==> config.mk <==
export PLATFORM = sky130hd
export DESIGN_NAME = bnn_layer_sequencer
export DESIGN_NICKNAME = d
export VERILOG_FILES = /design/src/rtl/bnn_pkg.sv /design/src/rtl/bnn_wrap_counter.sv /design/src/rtl/bnn_layer_sequencer.sv
export SDC_FILE = /design/constraint.sdc
export NUM_CORES = 1
export LEC_CHECK = 0
export CORE_AREA = 5 5 103 129
export CTS_CLUSTER_SIZE = 20
export DETAILED_ROUTE_END_ITERATION = 16
export DIE_AREA = 0 0 108 134
export PLACE_DENSITY_LB_ADDON = 0.25
export RECOVER_POWER = 100
export SLEW_MARGIN = 10
export SYNTH_ARGS = -nofsm -noshare
export SYNTH_HDL_FRONTEND = slang
export SYNTH_HIERARCHICAL = 1
export SYNTH_SLANG_ARGS = --single-unit
==> constraint.sdc <==
create_clock -name clk -period 4 [get_ports clk]
set_input_delay 0.4 -clock clk [delete_from_list [all_inputs] [get_ports clk]]
set_output_delay 0.4 -clock clk [all_outputs]
set_load 0.05 [all_outputs]
==> src/rtl/bnn_pkg.sv <==
// Shared types and elaboration-time helpers for the BNN layer sequencer.
package bnn_pkg;

  typedef enum logic [1:0] {S_IDLE, S_RUN, S_DRAIN, S_DONE} seq_state_e;

  function automatic int ceil_div(input int a, input int b);
    return (a + b - 1) / b;
  endfunction

  // Never returns 0 so single-entry ranges still get a 1-bit field.
  function automatic int safe_clog2(input int n);
    return (n <= 1) ? 1 : $clog2(n);
  endfunction

endpackage

==> src/rtl/bnn_wrap_counter.sv <==
// Up-counter with runtime wrap limit; wrap_o flags the enabled step at the limit.
module bnn_wrap_counter #(
  parameter int W = 16
) (
  input  logic         clk,
  input  logic         rst,
  input  logic         en_i,
  input  logic         clr_i,
  input  logic [W-1:0] limit_i,
  output logic [W-1:0] count_o,
  output logic         wrap_o
);
  logic [W-1:0] count_q, count_d;

  assign wrap_o  = en_i && (count_q == limit_i);
  assign count_o = count_q;

  always_comb begin
    count_d = count_q;
    if (clr_i)     count_d = '0;
    else if (en_i) count_d = wrap_o ? '0 : count_q + 1'b1;
  end

  always_ff @(posedge clk) begin
    if (rst) count_q <= '0;
    else     count_q <= count_d;
  end
endmodule

==> src/rtl/bnn_layer_sequencer.sv <==
// Walks beats/neuron-groups/layers of a BNN, with per-layer drain gaps.
// Optional cycle counter enabled by defining BNN_LAYER_SEQ_PERF_EN.
module bnn_layer_sequencer
  import bnn_pkg::*;
#(
  parameter int LAYERS                   = 3,
  parameter int PARALLEL_INPUTS          = 8,
  parameter int PARALLEL_NEURONS [LAYERS] = '{default: 8},
  parameter int LAYER_INPUTS [LAYERS]     = '{default: 64},
  parameter int LAYER_NEURONS [LAYERS]    = '{default: 64},
  parameter int ADDR_WIDTH               = 16,
  parameter int PIPE_LAT                 = 4
) (
  input  logic                            clk,
  input  logic                            rst,
  input  logic                            start,
  input  logic                            abort,
  input  logic                            cfg_loaded,
  input  logic                            datapath_ready,
  output logic                            busy,
  output logic                            done,
  output logic [safe_clog2(LAYERS)-1:0]   layer_sel,
  output logic                            weight_rd_en,
  output logic [ADDR_WIDTH-1:0]           weight_rd_addr,
  output logic                            threshold_rd_en,
  output logic [ADDR_WIDTH-1:0]           threshold_rd_addr,
  output logic                            beat_first,
  output logic                            beat_last,
  output logic [31:0]                     perf_cycles
);
  localparam int LW = safe_clog2(LAYERS);
  localparam int DW = safe_clog2(PIPE_LAT);

  seq_state_e            state_q, state_d;
  logic [LW-1:0]         layer_q, layer_d;
  logic [DW-1:0]         drain_q, drain_d;
  logic [ADDR_WIDTH-1:0] beats_lim, grps_lim, beat_cnt, grp_cnt;
  logic                  run, ctr_clr, beat_wrap, grp_wrap;

  // Per-layer geometry is constant; this is a mux over elaborated values.
  always_comb begin
    beats_lim = '0;
    grps_lim  = '0;
    for (int l = 0; l < LAYERS; l++) begin
      if (layer_q == LW'(l)) begin
        beats_lim = ADDR_WIDTH'(ceil_div(LAYER_INPUTS[l], PARALLEL_INPUTS));
        grps_lim  = ADDR_WIDTH'(ceil_div(LAYER_NEURONS[l], PARALLEL_NEURONS[l]));
      end
    end
  end

  assign run     = (state_q == S_RUN);
  assign ctr_clr = !run || abort;

  bnn_wrap_counter #(.W(ADDR_WIDTH)) u_beat (
    .clk(clk), .rst(rst), .en_i(weight_rd_en), .clr_i(ctr_clr),
    .limit_i(beats_lim - 1'b1), .count_o(beat_cnt), .wrap_o(beat_wrap)
  );

  bnn_wrap_counter #(.W(ADDR_WIDTH)) u_grp (
    .clk(clk), .rst(rst), .en_i(beat_wrap), .clr_i(ctr_clr),
    .limit_i(grps_lim - 1'b1), .count_o(grp_cnt), .wrap_o(grp_wrap)
  );

  assign weight_rd_en      = run && datapath_ready;
  assign weight_rd_addr    = grp_cnt * beats_lim + beat_cnt;
  assign beat_first        = weight_rd_en && (beat_cnt == '0);
  assign beat_last         = beat_wrap;
  assign threshold_rd_en   = beat_wrap;
  assign threshold_rd_addr = grp_cnt;
  assign busy              = (state_q != S_IDLE);
  assign done              = (state_q == S_DONE);
  assign layer_sel         = layer_q;

  always_comb begin
    state_d = state_q;
    layer_d = layer_q;
    drain_d = '0;
    if (abort) begin
      state_d = S_IDLE;
      layer_d = '0;
    end else begin
      case (state_q)
        S_IDLE: if (start && cfg_loaded) begin
          state_d = S_RUN;
          layer_d = '0;
        end
        S_RUN: if (grp_wrap) state_d = S_DRAIN;
        S_DRAIN: begin
          if (drain_q == DW'(PIPE_LAT - 1)) begin
            if (layer_q == LW'(LAYERS - 1)) state_d = S_DONE;
            else begin
              state_d = S_RUN;
              layer_d = layer_q + 1'b1;
            end
          end else drain_d = drain_q + 1'b1;
        end
        S_DONE: begin
          state_d = S_IDLE;
          layer_d = '0;
        end
        default: state_d = S_IDLE;
      endcase
    end
  end

  always_ff @(posedge clk) begin
    if (rst) begin
      state_q <= S_IDLE;
      layer_q <= '0;
      drain_q <= '0;
    end else begin
      state_q <= state_d;
      layer_q <= layer_d;
      drain_q <= drain_d;
    end
  end

`ifdef BNN_LAYER_SEQ_PERF_EN
  logic [31:0] perf_q, perf_d;

  always_comb begin
    perf_d = perf_q;
    if (state_q == S_IDLE && start && cfg_loaded && !abort) perf_d = '0;
    else if (busy && perf_q != '1)                          perf_d = perf_q + 1'b1;
  end

  always_ff @(posedge clk) begin
    if (rst) perf_q <= '0;
    else     perf_q <= perf_d;
  end

  assign perf_cycles = perf_q;
`else
  assign perf_cycles = '0;
`endif
endmodule

== Yosys cells after proc, flatten, opt, wreduce, memory -nomap -nowiden ==
Cells that the tools add are included.

* Input bits: 6
* Logic and storage cells: 56
* Output and inout bits: 72
* Register bits: 38

* Multiplexer cells: 14
* Eq/ne operators: 12
* Bitwise logic cells: 1
* Multipliers: 1
* Reduce and logical (&&, ||, !) cells: 17
* Add/subtract/negate cells: 6

{| class="wikitable"
|+ Operator list
! kind !! number
|-
| two-way mux 16 bit || 4
|-
| adder 16 x 1 -> 16 bit (second input constant) || 2
|-
| equality test 16 bit || 2
|-
| adder 16 bit || 1
|-
| logical NOT 16 bit || 1
|-
| multiplier 16 x 16 -> 16 bit || 1
|-
| subtractor 16 x 1 -> 16 bit (second input constant) || 1
|-
| two-way mux 2 bit || 7
|-
| equality test 2 bit (second input constant) || 4
|-
| one-hot mux 2 bit (4 select lines) || 1
|-
| inequality test 2 bit (second input constant) || 3
|-
| one-hot mux 2 bit (3 select lines) || 1
|-
| logical AND 1 bit || 5
|-
| adder 2 x 1 -> 2 bit (second input constant) || 2
|-
| equality test 2 x 1 -> 1 bit (second input constant) || 2
|-
| logical NOT 2 bit || 2
|-
| two-way mux 4 bit || 1
|-
| AND reduction 4 bit || 1
|-
| OR reduction 2 bit || 2
|-
| OR reduction 4 bit || 1
|-
| AND reduction 3 bit || 1
|-
| nonzero test 3 bit || 1
|-
| inequality test 2 x 1 -> 1 bit (second input constant) || 1
|-
| nonzero test 2 bit || 1
|-
| other kinds (3) || 3
|}

== Logic depth before layout (Yosys ltp) ==
Gate-level depths: netlist of the first run.

* Word-level depth: 10
* Mapped depth: 13
* Gate-level depth less buffers: 12

== By module ==
Netlist of the first run, hierarchy kept.

{| class="wikitable"
|+ By module, submodules not included
! module !! sequential area each (µm²) !! times used !! area an instance (µm²) !! cells an instance
|-
| bnn_wrap_counter || 320.3 || 2 || 1,028.5 || 113
|-
| bnn_layer_sequencer || 120.1 || 1 || 1,436.4 || 175
|}

== Worst setup path before layout of the first run ==
No wires, ideal clock.

* Path type: reg2reg
* From: reg layer_q[0] (netlist: layer_sel[0])
* To: reg u_grp.count_q[11] (netlist: u_grp/count_o[11])
* Buffers on the path: 0
* Path slack: -1,603 ps
* Data required time: 3,875 ps
* Data arrival time: 5,477 ps
* Cell stages (with the launch flop): 10
* Clock period less this slack: 5,603 ps
* Library setup time: 125 ps
* Cell sequence: dfxtp_1 > ha_1 > xor2_1 > nor4_1 > nand2_1 > nor4b_1 > nand4_1 > nor4_1 > xnor2_1 > nor3_2

* Cells in the longest elaborated chain, start to end: 9
* Elaborated cells between the ends (all ways): 12
* Classes of those cells: add/sub (1); eq/ne (4); mux (4); reduce/logical (3)

{| class="wikitable"
|+ RTL lines
! item !! line !! text
|-
| start, declared || bnn_layer_sequencer.sv:35 || <nowiki>logic [LW-1:0] layer_q, layer_d;</nowiki>
|-
| start signal, assigned || bnn_layer_sequencer.sv:114 || <nowiki>layer_q <= layer_d;</nowiki>
|-
| logical NOT 2 bit || bnn_layer_sequencer.sv:45 || <nowiki>if (layer_q == LW'(l)) begin</nowiki>
|-
| two-way mux 4 bit || bnn_layer_sequencer.sv:45 ||
|-
| two-way mux 16 bit || bnn_layer_sequencer.sv:45 ||
|-
| two-way mux 16 bit * || bnn_layer_sequencer.sv:45 ||
|-
| subtractor 16 x 1 -> 16 bit * || bnn_layer_sequencer.sv:57 || <nowiki>.limit_i(beats_lim - 1'b1), .count_o(beat_cnt), .wrap_o(beat_wrap)</nowiki>
|-
| equality test 16 bit * || bnn_wrap_counter.sv:15 || <nowiki>assign wrap_o = en_i && (count_q == limit_i);</nowiki>
|-
| logical AND 1 bit * || bnn_wrap_counter.sv:15 ||
|-
| named net beat_last || bnn_layer_sequencer.sv:28 || <nowiki>output logic beat_last,</nowiki>
|-
| logical AND 1 bit || bnn_wrap_counter.sv:15 ||
|-
| two-way mux 16 bit || bnn_wrap_counter.sv:21 || <nowiki>else if (en_i) count_d = wrap_o ? '0 : count_q + 1'b1;</nowiki>
|-
| end signal, assigned || bnn_wrap_counter.sv:26 || <nowiki>else count_q <= count_d;</nowiki>
|-
| end, declared || bnn_wrap_counter.sv:13 || <nowiki>logic [W-1:0] count_q, count_d;</nowiki>
|}

The timed path passes the listed nets; every way through them passes the cells marked *.
A chain may end at the register's enable or synchronous reset.

== Worst setup path in the final report of the first run ==
* From: reg layer_q[1] (netlist: layer_sel[1])
* To: out weight_rd_addr[15]

* Cells in the longest elaborated chain, start to end: 6
* Elaborated cells between the ends (all ways): 8
* Classes of those cells: add/sub (1); mul (1); eq/ne (2); mux (3); reduce/logical (1)

{| class="wikitable"
|+ RTL lines
! item !! line !! text
|-
| logical NOT 2 bit || bnn_layer_sequencer.sv:45 ||
|-
| two-way mux 4 bit || bnn_layer_sequencer.sv:45 ||
|-
| two-way mux 16 bit || bnn_layer_sequencer.sv:45 ||
|-
| two-way mux 16 bit * || bnn_layer_sequencer.sv:45 ||
|-
| multiplier 16 x 16 -> 16 bit * || bnn_layer_sequencer.sv:66 || <nowiki>assign weight_rd_addr = grp_cnt * beats_lim + beat_cnt;</nowiki>
|-
| adder 16 bit * || bnn_layer_sequencer.sv:66 ||
|-
| end, declared || bnn_layer_sequencer.sv:24 || <nowiki>output logic [ADDR_WIDTH-1:0] weight_rd_addr,</nowiki>
|}

Mark *: on every way between the ends. The rest lies on a longest branch, timed or not.

==> summary.md, run 1 <==
| Metric | Value |
|---|---|
| Status | finished, final reports clean |
| Num ports | just under 80 |
| Core area | around 12000 sq um |
| Setup Skew | between 9 and 10 ps |
| Post-synth top area share | a little over a fifth |
| GRT Util Overall | between 10% and 20% |
| ANT nets after route | 0 |
| Relative slew margins | approximately 52% |
| Clk sinks | 38 |
| Peak VDD IR | around 0.13 mV |
| Worst slew pin tran | roughly 710 ps |
| Root Buffer | clkbuf_16 |
| Post-Synthesis Cells | 401 |
| Register share of total power | a little over two fifths |
| Clock network power share | around 47% |
| FMAX | between 200 and 300 MHz |
| CTS tree | built |
| Synthesis-stage register bit count | 38 |
| Synth area leaders | dfxtp_1, ha_1, xor2_1, buf_4, xnor2_1 |
| DR iter-0 viols | ~90 |
| Via count | 2889 |
| WP data required | roughly 3600 ps |
| Clock insertion delay at the later pin of the skew report | between 200 and 300 ps |
| Crit path capture | weight_rd_addr[15] |
| Data arrival time of the worst path | between 3000 and 4000 ps |
| Reg clk slew, reported paths | around 60 ps |
| Final Hold Fails | 0 |
| Area leader, netlist | dfxtp_1 |
| Total Neg Setup Slack | 0 ps |
| Starting Density | just under 30% |
| Antenna violations before repair | 0 |
| Type of origin of the critical path | flop |
| Area growth syn-to-layout | 18.48% |
| Type of the most critical hold path | flop to flop |
| WS Path Type | flop to output pin |
| Vias in the first global route | slightly below 3000 |
| RSZ-0062 raised after global routing | no |
| NetSw | between 0.2 and 0.25 mW |
| Power Density | 214.8 nW/um^2 |
| Crit. End Element | output pin |
| Drt wl/cell | about 14 microns |
| # diodes | 0 |
| R2R depth | 10 |
| Vias/cell | approximately 4.7 |
| Final period util | between 90 and 100% |
| Leakage | approximately 1.9 nW |
| GP Congestion | roughly 0.85 |
| CP startpoint | layer_sel[1]$_SDFFE_PP0P_ |
| Number of synthesized flops with an enable pin | 0 |
| Comb pwr share | between 10% and 20% |
| Synth Area per Inst | ~8.7 sq um |
| # resized after CTS | 0 |
| Fin crit period | 3666 ps |
| Async SR Flop Fraction | 0% |
| CTS H-Tree Depth | 2 |
| R2r endpoint | u_grp/count_o[14]$_SDFFE_PP0P_ |
| Synth Flop Type | dfxtp_1 |
| Maxcap violations | 0 |
| Pint | between 0.6 and 0.7 mW |
| Drt pass-1 iters | 5 |
| Port buffer count | 45 |
| First-pass GRT wire length | between 10000 and 15000 microns |
| Slew Viols, Final | 0 |
| CTS Buf Count | 5 |
| Final nets | a little under 500 |
| Synthesized area | between 3000 and 4000 sq um |
| Setup violators final | 0 |
| Yosys Warn Count | 6 |
| Pin count of the biggest net entering global routing | 28 |
| R2R Path Start | layer_sel[1]$_SDFFE_PP0P_ |
| Most frequent cell after synthesis | xor2_1 |
| # rows | 45 |
| Share of layout cells above drive strength 1 | 9.333% |
| Die H | approximately 130 microns |
| Cell Count, Final, Fillers Out | approximately 600 |
| Seq/Total Area, Yosys | 21.78% |
| Largest buffer count on any clock path | 2 |
| Reg-to-reg slack, setup | 530 ps |
| Total wire length | between 8000 and 9000 microns |
| Post-route DRC | 0 |
| CP max FO | 15 |
| Switching Share | about 28% |
| Dpl cells | roughly 610 |
| Detailed placer's ending HPWL | 6716 microns |
| Yosys cell types | 44 |
| Die area | ~14000 sq um |
| Grt ovf | 0 |
| Top post-synthesis cells by count | xor2_1, dfxtp_1, ha_1 |
| Die width | ~110 microns |
[worst min-delay path by stage]
| stage | from | end | slack [ps] | cells after the start |
|---|---|---|---|---|
| 2_1_floorplan | drain_q[0]$_SDFF_PP0_ | drain_q[0]$_SDFF_PP0_ | 410 | 1 |
| 3_3_place_gp | drain_q[0]$_SDFF_PP0_ | drain_q[0]$_SDFF_PP0_ | 410 | 1 |
| 3_5_place_dp | drain_q[0]$_SDFF_PP0_ | drain_q[0]$_SDFF_PP0_ | 430 | 1 |
| 4_1_cts | drain_q[0]$_SDFF_PP0_ | drain_q[0]$_SDFF_PP0_ | 440 | 1 |
| 5_1_grt | drain_q[0]$_SDFF_PP0_ | drain_q[0]$_SDFF_PP0_ | 450 | 1 |
| 6_report | drain_q[0]$_SDFF_PP0_ | drain_q[0]$_SDFF_PP0_ | 440 | 1 |
[registers in the layout, indices dropped and copies added (netlist names)]
register and cells:
state_q 2, u_grp/count_o 16, drain_q 2, u_beat/count_o 16, layer_sel 2
[per-stage QoR]
| stage | hold slack (ps) | instance area, sq um | power [mW] | utilization (%) | worst slack (ps) |
|---|---|---|---|---|---|
| 2_1_floorplan | 408.0 | 3699 | 0.4966 | - | 32.58 |
| 4_1_cts | 438.1 | 4242 | 0.9012 | 35.53 | 154.4 |
| 3_5_place_dp | 426.4 | 4086 | 0.4818 | 34.23 | 469.9 |
| 3_3_place_gp | 413.4 | 4086 | 0.4813 | 34.23 | 523.9 |
| 6_report | 437.3 | 4139 | 0.8891 | 34.68 | 334.4 |
| 5_1_grt | 449.4 | 4139 | 0.9193 | 34.68 | 122.7 |
[layer usage]
metal / vias up / routed length [microns] / global-route usage [%]
met2: 65 / 4459 / 21.02
met3: 10 / 325 / 2.263
li1: 1434 / - / -
met4: 0 / 115 / 3.860
met5: - / 0 / 0
met1: 1380 / 3632 / 14.39
[what timing repair did]
item | 4_1_cts | 5_1_grt
hold buffers | 0 | 0
endpoints found under the setup margin | 0 | 2
setup buffers | 0 | 1
[cell usage in the layout (no fill, tap or decap), types with 2 or more instances in the layout]
cell type / count
xor2_1: 47
conb_1: 38
ha_1: 37
dfxtp_1: 36
dlygate4sd3_1: 30
nor3_1: 26
xnor2_1: 24
nor2_1: 23
nand2_1: 21
nor4_1: 20
nor2b_1: 16
nand3_1: 12
nand4_1: 12
a21oi_1: 11
inv_1: 9
nand2b_1: 8
clkbuf_1: 8
nor3_2: 8
or2_2: 5
clkbuf_16: 5
buf_12: 5
clkdlybuf4s50_1: 4
buf_4: 4
and4b_1: 4
nand3b_1: 3
xnor2_2: 2
or3_1: 2
o21ai_0: 2
and2_1: 2
dfxtp_2: 2
nor4b_1: 2
o311ai_0: 2
nor3_4: 2
[power by group through the flow]
| stage | registers (mW) | logic [mW] | clock network [mW] |
|---|---|---|---|
| global route | 0.379 | 0.0990 | 0.441 |
| CTS | 0.379 | 0.0943 | 0.428 |
| floorplan | 0.388 | 0.109 | 0 |
| detailed placement | 0.388 | 0.0942 | 0 |
| global placement | 0.388 | 0.0937 | 0 |
| finish | 0.379 | 0.0939 | 0.416 |
[worst max-delay path: stages, from the launching register on]
cell     delay (ps)
dfxtp_2         380
ha_4            260
nor2b_1          70
ha_1            280
ha_1            280
ha_1            160
inv_1            50
fa_1            430
nor2b_4         120
o21a_1          130
a31o_2          210
o221a_1         290
xnor2_4         150
buf_12          150
[kinds of logic after synthesis]
group                      share of synthesized area (%)
and+or+nand+nor                                    29.51
xor gates and xnor gates                           18.55
buffers and inverters                              11.28
adders and majority gates                          14.18
DFF                                                21.78
AOI/OAI and AO/OA                                  4.478
other                                             0.2150
[layout make-up]
| class | count | area, sq um |
|---|---|---|
| Clock buffer | 6 | 138.9 |
| Clock inverter | 2 | 16.27 |
| Fill cell | 1289 | 7797 |
| Inverter | 9 | 33.78 |
| Multi-Input combinational cell | 343 | 2470 |
| Sequential cell | 38 | 763.2 |
| Tap cell | 164 | 205.2 |
| Timing Repair Buffer | 52 | 511.7 |
Power figures use the tool's default switching activity.
==> run 2, diff against run 1 <==
--- a/config.mk
+++ b/config.mk
@@ -5,13 +5,13 @@
 export SDC_FILE = /design/constraint.sdc
 export NUM_CORES = 1
 export LEC_CHECK = 0
+export CAP_MARGIN = 20
 export CORE_AREA = 5 5 103 129
 export CTS_CLUSTER_SIZE = 20
 export DETAILED_ROUTE_END_ITERATION = 16
 export DIE_AREA = 0 0 108 134
 export PLACE_DENSITY_LB_ADDON = 0.25
 export RECOVER_POWER = 100
-export SLEW_MARGIN = 10
 export SYNTH_ARGS = -nofsm -noshare
 export SYNTH_HDL_FRONTEND = slang
 export SYNTH_HIERARCHICAL = 1
==> results of run 2 <==
No change in the layout: final DEF, timing and power equal those of run 1.
==> run 3, diff against run 2 <==
--- a/config.mk
+++ b/config.mk
@@ -5,6 +5,7 @@
 export SDC_FILE = /design/constraint.sdc
 export NUM_CORES = 1
 export LEC_CHECK = 0
+export ABC_CLOCK_PERIOD_IN_PS = 4000
 export CAP_MARGIN = 20
 export CORE_AREA = 5 5 103 129
 export CTS_CLUSTER_SIZE = 20
==> results of run 3 <==
No change in the layout: final DEF, timing and power equal those of run 1.
